## config.mk

```make
export PLATFORM = sky130hd
export DESIGN_NAME = seg_scan_scheduler
export DESIGN_NICKNAME = d
export VERILOG_FILES = /design/src/rtl/seg_pkg.sv /design/src/rtl/seg7_decode.sv /design/src/rtl/seg_scan_scheduler.sv
export SDC_FILE = /design/constraint.sdc
export NUM_CORES = 1
export LEC_CHECK = 0
export CAP_MARGIN = 20
export CORE_AREA = 2 2 113 115
export CTS_CLUSTER_DIAMETER = 80
export DETAILED_ROUTE_END_ITERATION = 8
export DIE_AREA = 0 0 115 117
export GPL_TIMING_DRIVEN = 0
export SLEW_MARGIN = 20
export SYNTH_ARGS = -nofsm -noshare
export SYNTH_HDL_FRONTEND = slang
export SYNTH_HIERARCHICAL = 1
export SYNTH_SLANG_ARGS = --single-unit
```

## constraint.sdc

```tcl
create_clock -name clk -period 4.65 [get_ports clk]
set_clock_uncertainty 0.1 [all_clocks]
set_input_delay 0.465 -clock clk [delete_from_list [all_inputs] [get_ports clk]]
set_output_delay 0.465 -clock clk [all_outputs]
set_load 0.01 [all_outputs]
```

## src/rtl/seg_pkg.sv

```systemverilog
// ============================================================================
// Module : seg_pkg
// Brief  : Shared types, constants and hex-to-segment table for the display scan.
// Rev    : 1.0 - initial release
// ============================================================================
`default_nettype none

package seg_pkg;

    typedef enum logic [0:0] {
        BLANK = 1'b0,
        ON    = 1'b1
    } scan_state_t;

    localparam logic [6:0] SEG_BLANK = 7'h7F;
    localparam logic [7:0] AN_OFF    = 8'hFF;

    // Active-low {g,f,e,d,c,b,a}
    function automatic logic [6:0] hex2seg(input logic [3:0] value);
        hex2seg = SEG_BLANK;
        case (value)
            4'h0: hex2seg = 7'h40;
            4'h1: hex2seg = 7'h79;
            4'h2: hex2seg = 7'h24;
            4'h3: hex2seg = 7'h30;
            4'h4: hex2seg = 7'h19;
            4'h5: hex2seg = 7'h12;
            4'h6: hex2seg = 7'h02;
            4'h7: hex2seg = 7'h78;
            4'h8: hex2seg = 7'h00;
            4'h9: hex2seg = 7'h10;
            4'hA: hex2seg = 7'h08;
            4'hB: hex2seg = 7'h03;
            4'hC: hex2seg = 7'h46;
            4'hD: hex2seg = 7'h21;
            4'hE: hex2seg = 7'h06;
            4'hF: hex2seg = 7'h0E;
            default: hex2seg = SEG_BLANK;
        endcase
    endfunction

endpackage

`default_nettype wire

```

## src/rtl/seg7_decode.sv

```systemverilog
// ============================================================================
// Module : seg7_decode
// Brief  : Combinational 4-bit hex to active-low seven-segment decoder.
// Rev    : 1.0 - initial release
// ============================================================================
`default_nettype none

module seg7_decode
    import seg_pkg::*;
(
    input  logic [3:0] hex,
    output logic [6:0] seg
);

    assign seg = hex2seg(hex);

endmodule

`default_nettype wire

```

## src/rtl/seg_scan_scheduler.sv

```systemverilog
// ============================================================================
// Module : seg_scan_scheduler
// Brief  : 8-digit seven-segment scan with per-slot blanking, digit register
//          file and rotating scroll offset.
// Rev    : 1.0 - initial release
// ============================================================================
`default_nettype none

module seg_scan_scheduler
    import seg_pkg::*;
#(
    parameter int REFRESH_DIV = 125000,
    parameter int BLANK_CYC   = 8,
    parameter int SCROLL_DIV  = 100000000
) (
    input  logic       clk,
    input  logic       reset,
    input  logic       write,
    input  logic [2:0] sel,
    input  logic [3:0] num,
    input  logic       direction,
    input  logic       scroll_en,
    output logic [6:0] seg,
    output logic [7:0] an,
    output logic       frame_tick,
    output logic       scroll_tick
);

    localparam int ON_CYC = REFRESH_DIV - BLANK_CYC;
    localparam int PH_W   = $clog2(REFRESH_DIV);
    localparam int SCR_W  = $clog2(SCROLL_DIV);

    localparam logic [PH_W-1:0]  C_BLANK_LAST  = PH_W'(BLANK_CYC - 1);
    localparam logic [PH_W-1:0]  C_ON_LAST     = PH_W'(ON_CYC - 1);
    localparam logic [SCR_W-1:0] C_SCROLL_LAST = SCR_W'(SCROLL_DIV - 1);

    logic [3:0]       r_regfile [8];
    scan_state_t      r_state, w_state_nxt;
    logic [PH_W-1:0]  r_phase_cnt, w_phase_cnt_nxt;
    logic [2:0]       r_slot, w_slot_nxt;
    logic [2:0]       r_offset, w_offset_nxt;
    logic [2:0]       r_offset_l;
    logic [2:0]       w_addr;
    logic [SCR_W-1:0] r_scroll_cnt;
    logic             w_scroll_tc;
    logic             w_blank_entry;
    logic             w_frame_end;
    logic [7:0]       w_an_nxt;
    logic [6:0]       w_seg_dec;
    logic [6:0]       r_seg;
    logic [7:0]       r_an;
    logic             r_frame_tick;

    always_comb begin
        w_state_nxt     = r_state;
        w_phase_cnt_nxt = r_phase_cnt + PH_W'(1);
        w_slot_nxt      = r_slot;
        w_blank_entry   = 1'b0;
        w_frame_end     = 1'b0;
        w_an_nxt        = AN_OFF;
        case (r_state)
            BLANK: begin
                if (r_phase_cnt == C_BLANK_LAST) begin
                    w_state_nxt     = ON;
                    w_phase_cnt_nxt = '0;
                end
            end
            ON: begin
                w_an_nxt = ~(8'd1 << r_slot);
                if (r_phase_cnt == C_ON_LAST) begin
                    w_state_nxt     = BLANK;
                    w_phase_cnt_nxt = '0;
                    w_slot_nxt      = r_slot + 3'd1;
                    w_blank_entry   = 1'b1;
                    w_frame_end     = (r_slot == 3'd7);
                end
            end
            default: w_state_nxt = BLANK;
        endcase
    end

    always_comb begin
        w_scroll_tc  = (r_scroll_cnt == C_SCROLL_LAST);
        w_offset_nxt = r_offset;
        if (w_scroll_tc && scroll_en) begin
            w_offset_nxt = direction ? (r_offset + 3'd1) : (r_offset - 3'd1);
        end
    end

    assign w_addr = r_slot + r_offset_l;

    seg7_decode u_decode (
        .hex (r_regfile[w_addr]),
        .seg (w_seg_dec)
    );

    always_ff @(posedge clk) begin
        if (!reset) begin
            r_state      <= BLANK;
            r_phase_cnt  <= '0;
            r_slot       <= '0;
            r_offset     <= '0;
            r_offset_l   <= '0;
            r_scroll_cnt <= '0;
            r_seg        <= SEG_BLANK;
            r_an         <= AN_OFF;
            r_frame_tick <= 1'b0;
        end else begin
            r_state      <= w_state_nxt;
            r_phase_cnt  <= w_phase_cnt_nxt;
            r_slot       <= w_slot_nxt;
            r_offset     <= w_offset_nxt;
            // Latch the post-tick offset so a scroll coinciding with a slot change lands on the new slot
            if (w_blank_entry) begin
                r_offset_l <= w_offset_nxt;
            end
            r_scroll_cnt <= w_scroll_tc ? '0 : (r_scroll_cnt + SCR_W'(1));
            r_seg        <= w_seg_dec;
            r_an         <= w_an_nxt;
            r_frame_tick <= w_frame_end;
        end
    end

    always_ff @(posedge clk) begin
        if (!reset) begin
            for (int i = 0; i < 8; i++) begin
                r_regfile[i] <= '0;
            end
        end else if (write) begin
            r_regfile[sel] <= num;
        end
    end

    assign seg         = r_seg;
    assign an          = r_an;
    assign frame_tick  = r_frame_tick;
    assign scroll_tick = w_scroll_tc;

endmodule

`default_nettype wire

```

Yosys cells after proc, flatten, opt, wreduce, memory -nomap -nowiden. Memories as Yosys holds them, arrays and structs flattened. A register that Yosys moved wholly into a read port is not among the register bits. Index checks and enable logic that the tools add are counted. W data, S select, Z words.

Flip-flop bits (word level): 63. ROM bits: 112. Output and inout bits: 17. Memory bits (writable): 32. Memories kept: 2. Word-level logic and storage cells: 48.

Eq/ne operators: 4. Bitwise logic cells: 3. Muxes and demuxes: 17. Add/subtract/negate cells: 6. Shifts and indexed selects: 1. Reduce and logical (&&, ||, !) cells: 7.

Memories: (name not given) (words 16, width 7, rd ports 1, clocked after Yosys merged registers in 1, wr ports 0, RTL line seg_pkg.sv:21) `case (value)`; r_regfile (words 8, width 4, rd ports 1, clocked after Yosys merged registers in 0, wr ports 8, RTL line seg_scan_scheduler.sv:37) `logic [3:0] r_regfile [8];`.

Operators by type and width (count): $mux W17 (2); $pmux W17 S2 (1); $add A27 B1 Y27 const B (1); $eq A27 B27 Y1 const B (1); $add A17 B1 Y17 const B (1); $eq A17 B17 Y1 const B (1); $eq A17 B3 Y1 const B (1); $mux W1 (9); $mux W3 (3); $not A8 Y8 (1); $shl A1 B3 Y8 const A (1); $add A3 B1 Y3 const B (2); $mux W4 (1); $reduce_and A2 Y1 (2); $reduce_or A4 Y1 (1); $add A3 B3 Y3 (1); $eq A3 B3 Y1 const B (1); $reduce_and A3 Y1 (1); $sub A3 B1 Y3 const B (1); $not A1 Y1 (2); $pmux W1 S2 (1); $reduce_or A2 Y1 (1); $logic_and A1 B1 Y1 (1); $logic_not A1 Y1 (1).

Longest topological paths before layout.
Depth after elaboration: 5. Mapped depth: 15. Mapped depth without buffers: 14.

By module. The synthesis kept the hierarchy.

By module, submodules not included: seg_scan_scheduler (cells an instance 435, area an instance 4516.8 um^2, instances 1, seq. area each 2362.3 um^2); seg7_decode (cells an instance 35, area an instance 266.5 um^2, instances 1, seq. area each 0.0 um^2).

Worst setup path before layout. OpenSTA, ideal clock, no wires.

Path type: register to register. Start: register r_slot[0]. End: register r_seg[0], in the netlist seg[0]. Library setup time: 0.124 ns. Arrival time: 3.256 ns. Stages on the path, launching flop included: 16. Period minus slack after synthesis: 3.480 ns. Required time: 4.426 ns. Setup slack: 1.170 ns. Buffers on the path: 1. Cells stage by stage: dfxtp_1 ha_1 inv_1 fa_1 xor2_1 xnor2_2 buf_4 mux2_2 o22ai_1 a221oi_1 inv_1 ha_1 or2b_1 o211ai_1 o21ai_1 nand2b_1.

Word-level cells in the longest chain between the ends: 2.

Ends and longest elaborated chain: start, declared (RTL line seg_scan_scheduler.sv:40) `logic [2:0] r_slot, w_slot_nxt;`; start signal, assigned (RTL line seg_scan_scheduler.sv:111) `r_slot <= w_slot_nxt;`; $add A3 B3 Y3 (RTL line seg_scan_scheduler.sv:90) `assign w_addr = r_slot + r_offset_l;`; $mem_v2 Z8 W4; end, declared (RTL line seg_scan_scheduler.sv:50) `logic [6:0] r_seg;`.

No other way between the ends. A chain may end at the register's enable or synchronous reset.

Worst setup path in the final report. Same ends and word-level chain as after synthesis.

==> flow_summary_export.csv <==
group,metric,value,unit
place,dp_hpwl,6610,um
grt,grt_overflow,0,
setup_path,r2r_end,"seg[0]",
floorplan,design.die.area,0.0135,mm2
clock_tree,cts-hold-fix-buffers,0,
timing,maxSlewHeadroom,0.366,
setup_path,critPathLaunchType,"flip-flop",
drt,ant_nets,0,
drt,vias_per_cell,5.04,
setup_path,crit_start,"r_slot[0]",
yosys,synth_edf_count,32,
yosys,ys_ff_latch,102,
final_layout,layout_commonest_cell,"dfxtp_1",
yosys,syn_inst,470,
yosys,async_flop_share,0,
final_layout,drive_gt1_frac,0.0936,
setup_path,max_stage_delay,0.65,ns
hold_path,hold_depth,1,
clock_tree,h-tree-depth,3,
timing,setup_viol,0,
setup_path,reg2reg_from,"r_slot[0]",
grt,grt_use_total,0.142,
setup_path,crit_family,"compound AO/OA/AOI/OAI gates",
clock_tree,cts_tree,"yes",
grt,grt_max_degree,17,
setup_path,required,4.76,ns
drt,wire_per_inst,13.4,um
yosys,synth-seq-area-share,0.494,
floorplan,die_x,115,um
setup_path,cp.arrival,4.28,ns
grt,gr-usage-met3,0.0340,
timing,fmax,240,MHz
final_layout,area_growth,16.0,%
clock_tree,cts.sinks,102,
setup_path,critical_path_buf_inv_count,3,
floorplan,placementRows,41,
timing,min_period_over_period,0.896,
setup_path,reg2reg_depth,15,
power,powerDensity,330,mW/mm2
drt,vias,3339,
clock_tree,clock_latency,0.34,ns
setup_path,crit_path_max_fanout,10,
timing,worst_pin_slew,0.942,ns
timing,slew_violations,0,
floorplan,ioPinCount,29,
power,p_total,1.83,mW
final_layout,layout_common_cells,"70 x dfxtp_1, 61 x nor2_1, 36 x and2_1, 34 x nand2_1, 32 x edfxtp_1",
yosys,synth_area,0.00478,mm2
grt,grtUsageMet1,0.179,
clock_tree,clockBufferDepth,2,
drt,drtIter0Drc,187,
grt,grt_pass1_wl,15200,um
yosys,ys_warn_count,6,
clock_tree,path_clk_slew,0.07,ns
floorplan,core_area,0.0123,mm2
clock_tree,cts_root_buf,"clkbuf_16",
place,portBuffers,27,
setup_path,cp_slowest_cell,"a221oi_1",
grt,grt_pass1_vias,3304,
hold_path,hold_class,"flip-flop to flip-flop",
timing,hold_violations,0,
yosys,ys.flop_type,"dfxtp_1",
place,dp_cells,647,
final_layout,nets,538,
grt,use_met2,0.240,
yosys,syn_avg_cell_area,10.2,um2
clock_tree,post_cts_resized,0,
yosys,synth.area.top_cells,"dfxtp_1 29%, edfxtp_1 20%, nor2_1 4.8%, xor2_1 4.8%, and2_1 4.7%",
drt,dr.pass1.iters,4,
setup_path,end_kind,"flip-flop",
hold_path,hp-start,"r_phase_cnt[0]",
timing,period_needed,4.16,ns
drt,drc,0,
grt,top_usage_layer,"met2",
final_layout,antennaDiodeCount,0,
setup_path,path_cells,"ha_1, inv_1, fa_1, xor2_1, xnor2_2, buf_4, mux2_2, o22ai_1, a221oi_1, inv_1, ha_1, or2b_1, o211ai_1, o21ai_1, nand2b_1",
clock_tree,cts-buffers-inserted,9,
final_layout,stdcell_count,663,
timing,final.setup.tns,0,ns
setup_path,crit_type,"flip-flop to flip-flop",
drt,drt_wl_total,8850,um
yosys,synth.top_cell.area_share,0.293,
power,leakagePower,2.00,nW
clock_tree,postCtsSetupRepairBufs,0,
yosys,yosysUniqueCellTypes,54,
setup_path,reg2reg_setup_slack,0.49,ns
run,cap_violations,0,
power,peakVddDrop,0.206,mV
final_layout,utilization,0.451,
floorplan,initial_utilization,0.389,
timing,rsz0062_at_grt,"no",
floorplan,chipHeight,117,um
yosys,synth.largest_area_cell,"dfxtp_1",
yosys,synth_nets,500,
timing,timing.hold.ws,0.341,ns
place,gp_congestion,0.817,
grt,grt_antenna_before_repair,0,
hold_path,worst_hold_path.endpoint,"r_phase_cnt[0]",
run_status,status,"complete, no violations",
-- power breakdown --
group | total [mW] | switching, mW | leakage, nW | internal [mW]
registers | 0.955 | 0.0101 | 0.875 | 0.945
logic | 0.110 | 0.0605 | 0.977 | 0.0494
clock network | 0.764 | 0.317 | 0.152 | 0.447
total | 1.83 | 0.388 | 2.00 | 1.44
-- cells in the mapped netlist (4+ instances only) --
| master | number |
|---|---|
| nand3_1 | 20 |
| and2_1 | 36 |
| dfxtp_1 | 70 |
| a221oi_1 | 4 |
| nand2_1 | 34 |
| nor2_1 | 61 |
| nor4_1 | 5 |
| nand2b_1 | 12 |
| nor3_1 | 11 |
| mux2i_1 | 10 |
| clkbuf_1 | 4 |
| edfxtp_1 | 32 |
| buf_6 | 4 |
| mux2_2 | 9 |
| o21ai_0 | 13 |
| and4_1 | 5 |
| xor2_1 | 26 |
| ha_1 | 16 |
| and3_1 | 4 |
| o22ai_1 | 5 |
| xnor2_1 | 18 |
| nand4_1 | 17 |
| inv_1 | 14 |
-- cell type report --
cell class / instances / area (um2)
plain buffers: 12 / 85.1
clock buffers: 11 / 253
clock inverters: 5 / 56.3
fillers: 1186 / 6760
inverters: 15 / 56.3
multi-input cells: 341 / 2280
flip-flops and latches: 102 / 2360
well taps: 150 / 188
repair buffers: 27 / 270
-- per-layer routing --
metal  vias to the layer above  wire, um
li1                       1700         -
met4                         0       170
met1                      1570      4080
met2                        55      4240
met3                        14       360
met5                         -         0
-- worst max-delay path by stage --
stage / endpoint / slack [ns] / cells after the start
floorplan: seg[0] / 1.17 / 15
global placement: seg[3] / 0.62 / 15
detailed placement: seg[0] / 0.48 / 15
CTS: seg[0] / 0.49 / 15
global route: seg[3] / 0.18 / 14
finish: seg[0] / 0.49 / 15
-- sequential cells by signal, summed over array words and instances, names as in the netlist --
| name | count |
|---|---|
| seg | 7 |
| r_scroll_cnt | 27 |
| an | 8 |
| frame_tick | 1 |
| r_phase_cnt | 17 |
| r_regfile | 32 |
| r_slot | 3 |
| r_state | 1 |
| r_offset_l | 3 |
| r_offset | 3 |
-- per-stage QoR --
step                      setup slack [ns]  cell area (um2)
final                                0.485             5550
after global routing                 0.178             5550
after CTS                            0.489             5550
after detailed placement             0.484             5240
after global placement               0.622             5240
after floorplan                       1.17             4780
-- cell families (layout without fill, tap and decap cells) --
group                      after synthesis  count (layout)  share of synthesized area
adders and majority gates               18              18                     0.0502
and+or+nand+nor                        225             225                      0.252
muxes                                   19              19                     0.0421
AOI/OAI and AO/OA                       34              34                     0.0481
xor gates and xnor gates                45              45                     0.0840
DFF                                    102             102                      0.494
buffers and inverters                   27              70                     0.0296
-- worst register-to-register path: stages, from the launching register on --
cell	delay, ns
dfxtp_1	0.43
ha_1	0.17
inv_1	0.04
fa_1	0.36
xor2_1	0.17
xnor2_2	0.40
buf_4	0.31
mux2_2	0.18
o22ai_1	0.10
a221oi_1	0.65
inv_1	0.23
ha_1	0.26
or2b_1	0.25
o211ai_1	0.11
o21ai_1	0.12
nand2b_1	0.15
No activity file was read; power rests on OpenSTA's default activity.
